[config.mk]
export PLATFORM = sky130hd
export DESIGN_NAME = seq_alu
export DESIGN_NICKNAME = d
export VERILOG_FILES = /design/src/rtl/definitions.sv /design/src/rtl/seq_alu_mul_core.sv /design/src/rtl/seq_alu.sv
export SDC_FILE = /design/constraint.sdc
export NUM_CORES = 1
export LEC_CHECK = 0
export CORE_MARGIN = 3
export CORE_UTILIZATION = 25
export DETAILED_ROUTE_END_ITERATION = 10
export PLACE_DENSITY = 0.42
export SYNTH_ARGS = -nofsm -noshare
export SYNTH_HDL_FRONTEND = slang
export SYNTH_HIERARCHICAL = 1
export SYNTH_SLANG_ARGS = --single-unit
[constraint.sdc]
create_clock -name CLK -period 7.7 [get_ports CLK]
set_clock_uncertainty 0.15 [all_clocks]
set_input_delay 1.925 -clock CLK [delete_from_list [all_inputs] [get_ports CLK]]
set_output_delay 1.925 -clock CLK [all_outputs]
set_load 0.05 [all_outputs]
[src/rtl/definitions.sv]
// Shared types for the sequential ALU: opcodes, controller states and the
// operating mode of the shared shift/multiply iterator.
package definitions;

  typedef enum logic [3:0] {
    ADD   = 4'd0,
    SUB   = 4'd1,
    AND   = 4'd2,
    OR    = 4'd3,
    XOR   = 4'd4,
    PASSB = 4'd5,
    CMP   = 4'd6,
    SHLN  = 4'd7,
    SHRN  = 4'd8,
    MUL   = 4'd9
  } alu_op_t;

  typedef enum logic [1:0] {
    IDLE = 2'd0,
    RUN  = 2'd1,
    DONE = 2'd2
  } alu_state_t;

  // What the iterator does on each step; chosen once at load time.
  typedef enum logic [1:0] {
    CORE_MUL = 2'd0,
    CORE_SHL = 2'd1,
    CORE_SHR = 2'd2
  } core_mode_t;

endpackage

[src/rtl/seq_alu_mul_core.sv]
// Shift-add iterator shared by MUL and the one-bit-per-cycle shifts.
// Holds the working word (hi:lo), the multiplicand and a step counter.
// The *_nxt outputs show what the next step will produce so the controller
// can capture the final value on the same edge the last step happens.
module seq_alu_mul_core
  import definitions::*;
#(
  parameter int WIDTH = 8,
  parameter int CNT_W = $clog2(WIDTH) + 1
) (
  input  logic             CLK,
  input  logic             Reset,
  input  logic             load,
  input  logic             step,
  input  core_mode_t       mode,
  input  logic [WIDTH-1:0] a,
  input  logic [WIDTH-1:0] b,
  input  logic [CNT_W-1:0] cnt_init,
  output logic [WIDTH-1:0] hi_nxt,
  output logic [WIDTH-1:0] lo_nxt,
  output logic             out_nxt,
  output logic             last
);

  core_mode_t       mode_q, mode_d;
  logic [WIDTH-1:0] mcand_q, mcand_d;
  logic [WIDTH-1:0] hi_q, hi_d;
  logic [WIDTH-1:0] lo_q, lo_d;
  logic [CNT_W-1:0] cnt_q, cnt_d;
  logic [WIDTH:0]   acc_sum;

  // Conditional add of the multiplicand into the high word (one partial product).
  assign acc_sum = {1'b0, hi_q} + (lo_q[0] ? {1'b0, mcand_q} : '0);

  // The step that will happen next counts down from cnt_init; this is the final one.
  assign last = (cnt_q == CNT_W'(1));

  // One iteration of the selected mode, plus load/step bookkeeping.
  always_comb begin
    // NOTE: every signal gets a default first so no path leaves it unassigned (no latch).
    hi_nxt  = hi_q;
    lo_nxt  = lo_q;
    out_nxt = 1'b0;
    mode_d  = mode_q;
    mcand_d = mcand_q;
    hi_d    = hi_q;
    lo_d    = lo_q;
    cnt_d   = cnt_q;

    case (mode_q)
      CORE_MUL: begin
        hi_nxt = acc_sum[WIDTH:1];
        lo_nxt = {acc_sum[0], lo_q[WIDTH-1:1]};
      end
      CORE_SHL: begin
        lo_nxt  = {lo_q[WIDTH-2:0], 1'b0};
        out_nxt = lo_q[WIDTH-1];
      end
      CORE_SHR: begin
        lo_nxt  = {1'b0, lo_q[WIDTH-1:1]};
        out_nxt = lo_q[0];
      end
      default: ;
    endcase

    if (load) begin
      mode_d  = mode;
      mcand_d = a;
      hi_d    = '0;
      lo_d    = (mode == CORE_MUL) ? b : a;
      cnt_d   = cnt_init;
    end else if (step) begin
      hi_d  = hi_nxt;
      lo_d  = lo_nxt;
      cnt_d = cnt_q - CNT_W'(1);
    end
  end

  // Iterator state register.
  always_ff @(posedge CLK) begin
    if (Reset) begin
      // NOTE: only a handful of flops, so the datapath is reset too; nothing here is RAM.
      mode_q  <= CORE_MUL;
      mcand_q <= '0;
      hi_q    <= '0;
      lo_q    <= '0;
      cnt_q   <= '0;
    end else begin
      // NOTE: non-blocking assignments so every flop samples the pre-edge values.
      mode_q  <= mode_d;
      mcand_q <= mcand_d;
      hi_q    <= hi_d;
      lo_q    <= lo_d;
      cnt_q   <= cnt_d;
    end
  end

endmodule

[src/rtl/seq_alu.sv]
// Registered ALU with persistent C/Z/N flags and a start/ready/done handshake.
// Single-cycle ops are computed inline; SHLN/SHRN/MUL run on the shared iterator.
module seq_alu
  import definitions::*;
#(
  parameter int WIDTH = 8,
  parameter int CNT_W = $clog2(WIDTH) + 1
) (
  input  logic             CLK,
  input  logic             Reset,
  input  logic             start,
  input  logic [3:0]       op,
  input  logic [WIDTH-1:0] a,
  input  logic [WIDTH-1:0] b,
  input  logic             use_carry,
  output logic             ready,
  output logic             done,
  output logic [WIDTH-1:0] result,
  output logic [WIDTH-1:0] result_hi,
  output logic             c_flag,
  output logic             z_flag,
  output logic             n_flag
);

  localparam logic [CNT_W-1:0] CNT_FULL = CNT_W'(WIDTH);
  localparam logic [WIDTH-1:0] WIDTH_B  = WIDTH'(WIDTH);

  alu_state_t       state_q, state_d;
  logic             ready_q, ready_d;
  logic             done_q, done_d;
  logic             mul_q, mul_d;
  logic [WIDTH-1:0] result_q, result_d;
  logic [WIDTH-1:0] hi_q, hi_d;
  logic             c_q, c_d;
  logic             z_q, z_d;
  logic             n_q, n_d;
  logic             zn_from_res;

  logic [CNT_W-1:0] shamt;
  logic [WIDTH:0]   add_full;
  logic [WIDTH:0]   sub_full;

  logic             core_load;
  logic             core_step;
  core_mode_t       core_mode;
  logic [CNT_W-1:0] core_cnt;
  logic [WIDTH-1:0] core_hi_nxt;
  logic [WIDTH-1:0] core_lo_nxt;
  logic             core_out_nxt;
  logic             core_last;

  // Shifting further than the word width behaves like shifting exactly WIDTH.
  assign shamt    = (b >= WIDTH_B) ? CNT_FULL : CNT_W'(b);
  assign add_full = {1'b0, a} + {1'b0, b} + {{WIDTH{1'b0}}, use_carry & c_q};
  assign sub_full = {1'b0, a} - {1'b0, b} - {{WIDTH{1'b0}}, use_carry & ~c_q};

  seq_alu_mul_core #(
    .WIDTH (WIDTH),
    .CNT_W (CNT_W)
  ) u_core (
    .CLK      (CLK),
    .Reset    (Reset),
    .load     (core_load),
    .step     (core_step),
    .mode     (core_mode),
    .a        (a),
    .b        (b),
    .cnt_init (core_cnt),
    .hi_nxt   (core_hi_nxt),
    .lo_nxt   (core_lo_nxt),
    .out_nxt  (core_out_nxt),
    .last     (core_last)
  );

  // Controller next state and next register outputs.
  always_comb begin
    state_d     = state_q;
    ready_d     = ready_q;
    done_d      = done_q;
    mul_d       = mul_q;
    result_d    = result_q;
    hi_d        = hi_q;
    c_d         = c_q;
    z_d         = z_q;
    n_d         = n_q;
    zn_from_res = 1'b0;
    core_load   = 1'b0;
    core_step   = 1'b0;
    core_mode   = CORE_MUL;
    core_cnt    = CNT_FULL;

    case (state_q)
      IDLE: begin
        if (start) begin
          ready_d = 1'b0;
          state_d = DONE;
          done_d  = 1'b1;
          case (op)
            ADD: begin
              result_d    = add_full[WIDTH-1:0];
              c_d         = add_full[WIDTH];
              hi_d        = '0;
              zn_from_res = 1'b1;
            end
            SUB: begin
              result_d    = sub_full[WIDTH-1:0];
              c_d         = ~sub_full[WIDTH];
              hi_d        = '0;
              zn_from_res = 1'b1;
            end
            CMP: begin
              c_d = ~sub_full[WIDTH];
              z_d = ~|sub_full[WIDTH-1:0];
              n_d = sub_full[WIDTH-1];
            end
            AND: begin
              result_d    = a & b;
              hi_d        = '0;
              zn_from_res = 1'b1;
            end
            OR: begin
              result_d    = a | b;
              hi_d        = '0;
              zn_from_res = 1'b1;
            end
            XOR: begin
              result_d    = a ^ b;
              hi_d        = '0;
              zn_from_res = 1'b1;
            end
            PASSB: begin
              result_d    = b;
              hi_d        = '0;
              zn_from_res = 1'b1;
            end
            SHLN, SHRN: begin
              if (shamt == '0) begin
                result_d    = a;
                hi_d        = '0;
                zn_from_res = 1'b1;
              end else begin
                state_d   = RUN;
                done_d    = 1'b0;
                mul_d     = 1'b0;
                core_load = 1'b1;
                core_mode = (op == SHLN) ? CORE_SHL : CORE_SHR;
                core_cnt  = shamt;
              end
            end
            MUL: begin
              state_d   = RUN;
              done_d    = 1'b0;
              mul_d     = 1'b1;
              core_load = 1'b1;
              core_mode = CORE_MUL;
              core_cnt  = CNT_FULL;
            end
            default: begin
              result_d    = '0;
              hi_d        = '0;
              zn_from_res = 1'b1;
            end
          endcase
        end
      end

      RUN: begin
        core_step = 1'b1;
        if (core_last) begin
          state_d  = DONE;
          done_d   = 1'b1;
          result_d = core_lo_nxt;
          if (mul_q) begin
            hi_d = core_hi_nxt;
            c_d  = 1'b0;
            z_d  = ~|{core_hi_nxt, core_lo_nxt};
            n_d  = core_hi_nxt[WIDTH-1];
          end else begin
            hi_d        = '0;
            c_d         = core_out_nxt;
            zn_from_res = 1'b1;
          end
        end
      end

      DONE: begin
        state_d = IDLE;
        done_d  = 1'b0;
        ready_d = 1'b1;
      end

      default: begin
        state_d = IDLE;
        done_d  = 1'b0;
        ready_d = 1'b1;
      end
    endcase

    if (zn_from_res) begin
      z_d = ~|result_d;
      n_d = result_d[WIDTH-1];
    end
  end

  // Controller state, handshake and architectural result/flag registers.
  always_ff @(posedge CLK) begin
    if (Reset) begin
      state_q  <= IDLE;
      ready_q  <= 1'b1;
      done_q   <= 1'b0;
      mul_q    <= 1'b0;
      result_q <= '0;
      hi_q     <= '0;
      c_q      <= 1'b0;
      z_q      <= 1'b0;
      n_q      <= 1'b0;
    end else begin
      state_q  <= state_d;
      ready_q  <= ready_d;
      done_q   <= done_d;
      mul_q    <= mul_d;
      result_q <= result_d;
      hi_q     <= hi_d;
      c_q      <= c_d;
      z_q      <= z_d;
      n_q      <= n_d;
    end
  end

  assign ready     = ready_q;
  assign done      = done_q;
  assign result    = result_q;
  assign result_hi = hi_q;
  assign c_flag    = c_q;
  assign z_flag    = z_q;
  assign n_flag    = n_q;

endmodule

# ---- Word-level counts from Yosys, hierarchy flattened
# Cells that the tools add are included.
dict set report totals {
  out_inout_bits 21
  register_bits 54
}
dict set report classes {
  n_addsub 6
  reduce_logical 25
  magnitude_cmp 1
  n_eq_ne 23
  bitwise_logic 8
  mux 71
}
# op count
set op_table {}
lappend op_table {{$mux 8} 12}
lappend op_table {{$pmux 8 s8} 1}
lappend op_table {{$pmux 8 s2} 3}
lappend op_table {{$mux 4} 7}
lappend op_table {{$mux 1} 25}
lappend op_table {{$pmux 1 s2} 12}
lappend op_table {{$pmux 8 s3} 1}
lappend op_table {{$eq 4x3->1 const B} 4}
lappend op_table {{$mux 2} 8}
lappend op_table {{$reduce_or 16->1} 1}
lappend op_table {{$reduce_or 8->1} 2}
lappend op_table {{$ne 3x3->1 const B} 4}
lappend op_table {{$reduce_and 5->1} 2}
lappend op_table {{$add 8x8->9} 1}
lappend op_table {{$add 8x9->9} 1}
lappend op_table {{$add 9x1->9} 1}
lappend op_table {{$sub 8x8->9} 1}
lappend op_table {{$sub 9x1->9} 1}
lappend op_table {{$and 8x8->8} 1}
lappend op_table {{$eq 4x1->1 const B} 2}
lappend op_table {{$eq 4x2->1 const B} 2}
lappend op_table {{$eq 4x4->1 const B} 2}
lappend op_table {{$ge 8x4->1 const B} 1}
lappend op_table {{$logic_not 4->1} 2}
lappend op_table {{other kinds (17)} 37}

# ---- Depth between registers and ports, before layout
dict set report logic_depth {
  word_depth 10
  ltp_mapped 15
  ltp_nobuf 14
}

# ---- Hierarchy
# The synthesis kept the hierarchy.
# mod seq_area_each_um2 cells_per_inst n_inst area_each_um2
set modules_own_cells {}
lappend modules_own_cells {seq_alu 460.4 402 1 3032.9}
lappend modules_own_cells {seq_alu_mul_core 600.6 237 1 2044.5}

# ---- Worst setup path before layout
# OpenSTA, ideal clock, no wires.
dict set report synth_path {
  kind {input to register}
  start {input a[0]}
  end {register z_q (netlist: z_flag)}
  setup_ns 0.059
  arrival_ns 4.219
  required_ns 7.491
  stages 10
  path_slack_ns 3.271
  cell_sequence {inv_1 > fa_1 > fa_1 > nand2b_1 > a211oi_1 > mux2i_1 > a2111oi_0 > o211ai_1 > nor4_1 > a41o_1}
}
dict set report synth_between {
  elab_chain_len 8
  word_cells_on_any_way 19
  cone_classes {add/sub: 4; mux: 8; bitwise: 3; reduce/logical: 4}
}
# item line_no
set synth_rtl {}
lappend synth_rtl {{from (decl)} seq_alu.sv:13} ;# input logic [WIDTH-1:0] a,
lappend synth_rtl {{$sub 8x8->9 or $add 8x8->9 (tied branches)} {seq_alu.sv:55, seq_alu.sv:54}}
lappend synth_rtl {{$sub 9x1->9 or $add 9x1->9 (tied branches)} {seq_alu.sv:55, seq_alu.sv:54}}
lappend synth_rtl {{$pmux 8 s8 or $reduce_or 8->1 (tied branches)} {seq_alu.sv:98, seq_alu.sv:113}}
lappend synth_rtl {{$mux 8 or $logic_not 1->1 (tied branches)} {seq_alu.sv:94, seq_alu.sv:113}}
lappend synth_rtl {{$pmux 8 s2 or $mux 1 (tied branches)} {seq_alu.sv:92, seq_alu.sv:98}}
lappend synth_rtl {{$reduce_or 8->1 or $mux 1 (tied branches)} {seq_alu.sv:200, seq_alu.sv:94}}
lappend synth_rtl {{$logic_not 1->1 or $pmux 1 s2 (tied branches)} {seq_alu.sv:200, seq_alu.sv:92}}
lappend synth_rtl {{$mux 1 (*)} seq_alu.sv:199} ;# if (zn_from_res) begin
lappend synth_rtl {{to (signal assigned)} seq_alu.sv:225} ;# z_q <= z_d;
lappend synth_rtl {{to (decl)} seq_alu.sv:35} ;# logic z_q, z_d;
# Mark *: on every way between the ends. The rest lies on a longest branch, timed or not. The select of a mux whose other input is x is not followed.
# A chain may end at the register's enable or synchronous reset.

# ---- Worst setup path after layout
# Ends and elaborated chain as after synthesis.

==> qor.log <==
INFO  run_status     run_status=completed
INFO  global_routing vias_in_the_first_global_route=4893
INFO  global_routing maximum_number_of_pins_on_one_net_before_global_route_repair=45
INFO  global_routing grt_util_met3=0.02742
INFO  drt            first_iter_violations=323
INFO  synth          netlist.top_cell.by_area=sky130_fd_sc_hd__dfxtp_1
INFO  pwr            cellLeakagePower=2.220nW
INFO  global_routing global_route.overflow_total=0
INFO  final_layout   fill_cell_count=2116
INFO  synth          yosys.cell_types.count=75
INFO  global_routing grt.total_usage=0.1617
INFO  clock_network  holdBufCountCts=0
INFO  worst_setup_path cp_max_fo=6
INFO  clock_network  cts_tree=built
INFO  synth          synth_edf_count=0
INFO  hold_path      worstHoldPathType=reg -> reg
INFO  sta            finalSetupViolCount=0
INFO  synth          synth_common_cells=sky130_fd_sc_hd__dfxtp_1, sky130_fd_sc_hd__nor2_1, sky130_fd_sc_hd__inv_1
INFO  synth          synthDominantCellAreaShare=0.2090
INFO  synth          post_synth.cell_area_avg=7.946squm
INFO  place          placement.cell_area=0.005759sqmm
INFO  sta            post-route-min-period=5.532ns
INFO  drt            drt.antenna.violating_nets=0
INFO  clock_network  number_of_clock_sinks_seen_by_cts=53
INFO  place          dp_hpwl=13860um
INFO  synth          synth-seq-area-share=0.2090
INFO  synth          synth_flop_cell=sky130_fd_sc_hd__dfxtp_1
INFO  sta            min_period_over_period=0.7185
INFO  die            start_util=0.2575
INFO  global_routing global_route_wire_length_before_repair=28210um
INFO  clock_network  postcts_setup_bufs=0
INFO  clock_network  worst_skew_pair_latency=0.29ns
INFO  worst_setup_path timing_worst_setup_path_type=in -> reg
INFO  sta            maxClockFrequency=180.8MHz
INFO  synth          synthCells=639
INFO  pwr            ir_drop_worst_vdd=0.00008046V
INFO  die            die_height=148.5um
INFO  worst_setup_path worst_ep_required_time=7.79ns
INFO  die            core_box_area=0.01972sqmm
INFO  final_layout   layout-area-overhead-vs-synth=16.58%
INFO  die            total_i_o_pin_count=45
INFO  global_routing grt_use_met1=0.2305
INFO  final_layout   postLayoutCellArea=0.005919sqmm
INFO  drt            routedWlPerCell=19.14um
INFO  sta            rsz_0062_raised_after_global_routing=false
INFO  worst_setup_path capturing_element_type_of_the_critical_path=register
INFO  drt            via_count=4934
INFO  worst_setup_path worst_ep_arrival_time=5.62ns
INFO  sta            timing_hold_violations_final=0
INFO  sta            worst_slew_margin_rel=0.3334
INFO  sta            timing.setup.tns=0ns
INFO  drt            route.final.wire_length=17800um
INFO  final_layout   drive_above_1_share=0.06015
INFO  drt            drc=0
INFO  worst_setup_path critical_path.startpoint_type=primary input
INFO  synth          mappedNetlistArea=0.005077sqmm
INFO  sta            slew_of_the_pin_with_the_lowest_slew_margin=0.9891ns
INFO  pwr            power-per-cell-area=137.3mW/mm^2
INFO  synth          yosysWarnings=6
INFO  synth          synth_fp_nets=712
INFO  die            die_width=148.5um
INFO  place          finalWeightedCongestion=0.8963
INFO  final_layout   num-nets-final=738
INFO  final_layout   n_antenna_cell=0
INFO  clock_network  post_cts_resized=0
INFO  clock_network  clk_pin_slew=0.07ns
INFO  global_routing grt-busiest-layer=met2
INFO  clock_network  htree_num_levels=2
INFO  die            floorplan.die_area=0.02206sqmm
INFO  clock_network  cts_buffers=5
INFO  die            rows=51
INFO  synth          top_area_cells_in_the_synthesized_netlist=sky130_fd_sc_hd__dfxtp_1, sky130_fd_sc_hd__ha_1, sky130_fd_sc_hd__mux2i_1, sky130_fd_sc_hd__a21oi_1, sky130_fd_sc_hd__nor2_1
INFO  clock_network  cts.path.max_buffers=2
INFO  global_routing grt_antenna_before_repair=0
INFO  synth          synth_async_sr_flop_share=0
INFO  synth          post-synth-top-count-cell=sky130_fd_sc_hd__dfxtp_1
INFO  global_routing met2_usage=0.2526
INFO  place          placement.io_buffers=44
INFO  clock_network  root_buffer=sky130_fd_sc_hd__clkbuf_16
INFO  synth          synth-seq-cells=53
INFO  sta            total_count_of_max_transition_violations_in_the_final_report=0
INFO  job            drv.max_cap_violation_count=0
INFO  drt            vias_per_cell=5.305
INFO  drt            drt-pass1-iter-count=5
worst paths after layout:
check | from | to | slack, ns | cells after the start
worst max-delay path | a[0] | z_flag | 2.17 | 11
worst min register to register | result_hi[3] | result_hi[3] | 0.30 | 2
worst min-delay path | result_hi[3] | result_hi[3] | 0.30 | 2
worst max register to register | u_core/lo_q[0] | z_flag | 4.06 | 14
per-stage QoR:
stage | hold slack (ns) | instances | worst slack (ns) | power, mW | utilization
after global routing | 0.3381 | 930 | 1.956 | 0.8589 | 0.3002
after global placement | 0.2920 | 923 | 2.039 | 0.5590 | 0.2921
after CTS | 0.3041 | 930 | 2.237 | 0.8203 | 0.3002
after floorplan | 0.3015 | 639 | 3.271 | 0.4707 | -
after detailed placement | 0.2948 | 923 | 1.958 | 0.5603 | 0.2921
final | 0.3022 | 930 | 2.168 | 0.8128 | 0.3002
placed cells by master (no fill, tap or decap), types with 11 or more instances in the layout:
cell type and instances:
sky130_fd_sc_hd__a211oi_1 11, sky130_fd_sc_hd__a21oi_1 41, sky130_fd_sc_hd__nor3_1 13, sky130_fd_sc_hd__clkdlybuf4s50_1 44
sky130_fd_sc_hd__mux2i_1 31, sky130_fd_sc_hd__ha_1 44, sky130_fd_sc_hd__o21ai_0 21, sky130_fd_sc_hd__nor2_1 49
sky130_fd_sc_hd__dfxtp_1 53, sky130_fd_sc_hd__and2_1 24, sky130_fd_sc_hd__nand3_1 24, sky130_fd_sc_hd__inv_1 46
sky130_fd_sc_hd__nand2_1 41, sky130_fd_sc_hd__a221oi_1 12
kinds of logic after synthesis:
family / Yosys count / synth area share
AOI/OAI and AO/OA: 186 / 0.2679
adders and majority gates: 49 / 0.1281
xor gates and xnor gates: 12 / 0.02070
muxes: 37 / 0.07442
and+or+nand+nor: 224 / 0.2388
DFF: 53 / 0.2090
buffers and inverters: 78 / 0.06111
power breakdown:
| part | leakage [nW] | internal [mW] | switching (mW) |
|---|---|---|---|
| logic | 1.71 | 0.0958 | 0.163 |
| clock network | 0.0797 | 0.151 | 0.106 |
| registers | 0.430 | 0.284 | 0.0127 |
layer usage:
metal  up-vias  part of all wire
li1       2413                 -
met1      2338              0.49
met2       160              0.43
met3        23             0.054
met4         0             0.020
met5         -                 0
state kept, by name, summed over array words and instances, names as in the netlist:
register / flops
u_core/cnt_q: 4
u_core/hi_q: 8
z_flag: 1
n_flag: 1
result_hi: 8
u_core/mcand_q: 8
u_core/lo_q: 8
mul_q: 1
u_core/mode_q: 2
ready: 1
c_flag: 1
result: 8
state_q: 2
worst max-delay path, cell delays in order:
cell	delay (ns)
sky130_fd_sc_hd__clkdlybuf4s50_1	0.60
sky130_fd_sc_hd__inv_1	0.13
sky130_fd_sc_hd__fa_1	0.47
sky130_fd_sc_hd__fa_1	0.42
sky130_fd_sc_hd__nand2b_1	0.18
sky130_fd_sc_hd__a211oi_1	0.34
sky130_fd_sc_hd__mux2i_1	0.12
sky130_fd_sc_hd__a2111oi_0	0.66
sky130_fd_sc_hd__o211ai_1	0.21
sky130_fd_sc_hd__nor4_1	0.36
sky130_fd_sc_hd__a41o_1	0.21
layout make-up:
class                   count  area (sq um)  share of cell area
multi-input cells         508          3709              0.6265
flip-flops and latches     53          1061              0.1792
repair buffers             49         478.0             0.08074
well taps                 265         331.6             0.05601
inverters                  48         180.2             0.03044
clock buffers               5         125.1             0.02114
clock inverters             2         35.03            0.005918
(Power assumes the default switching activity.)
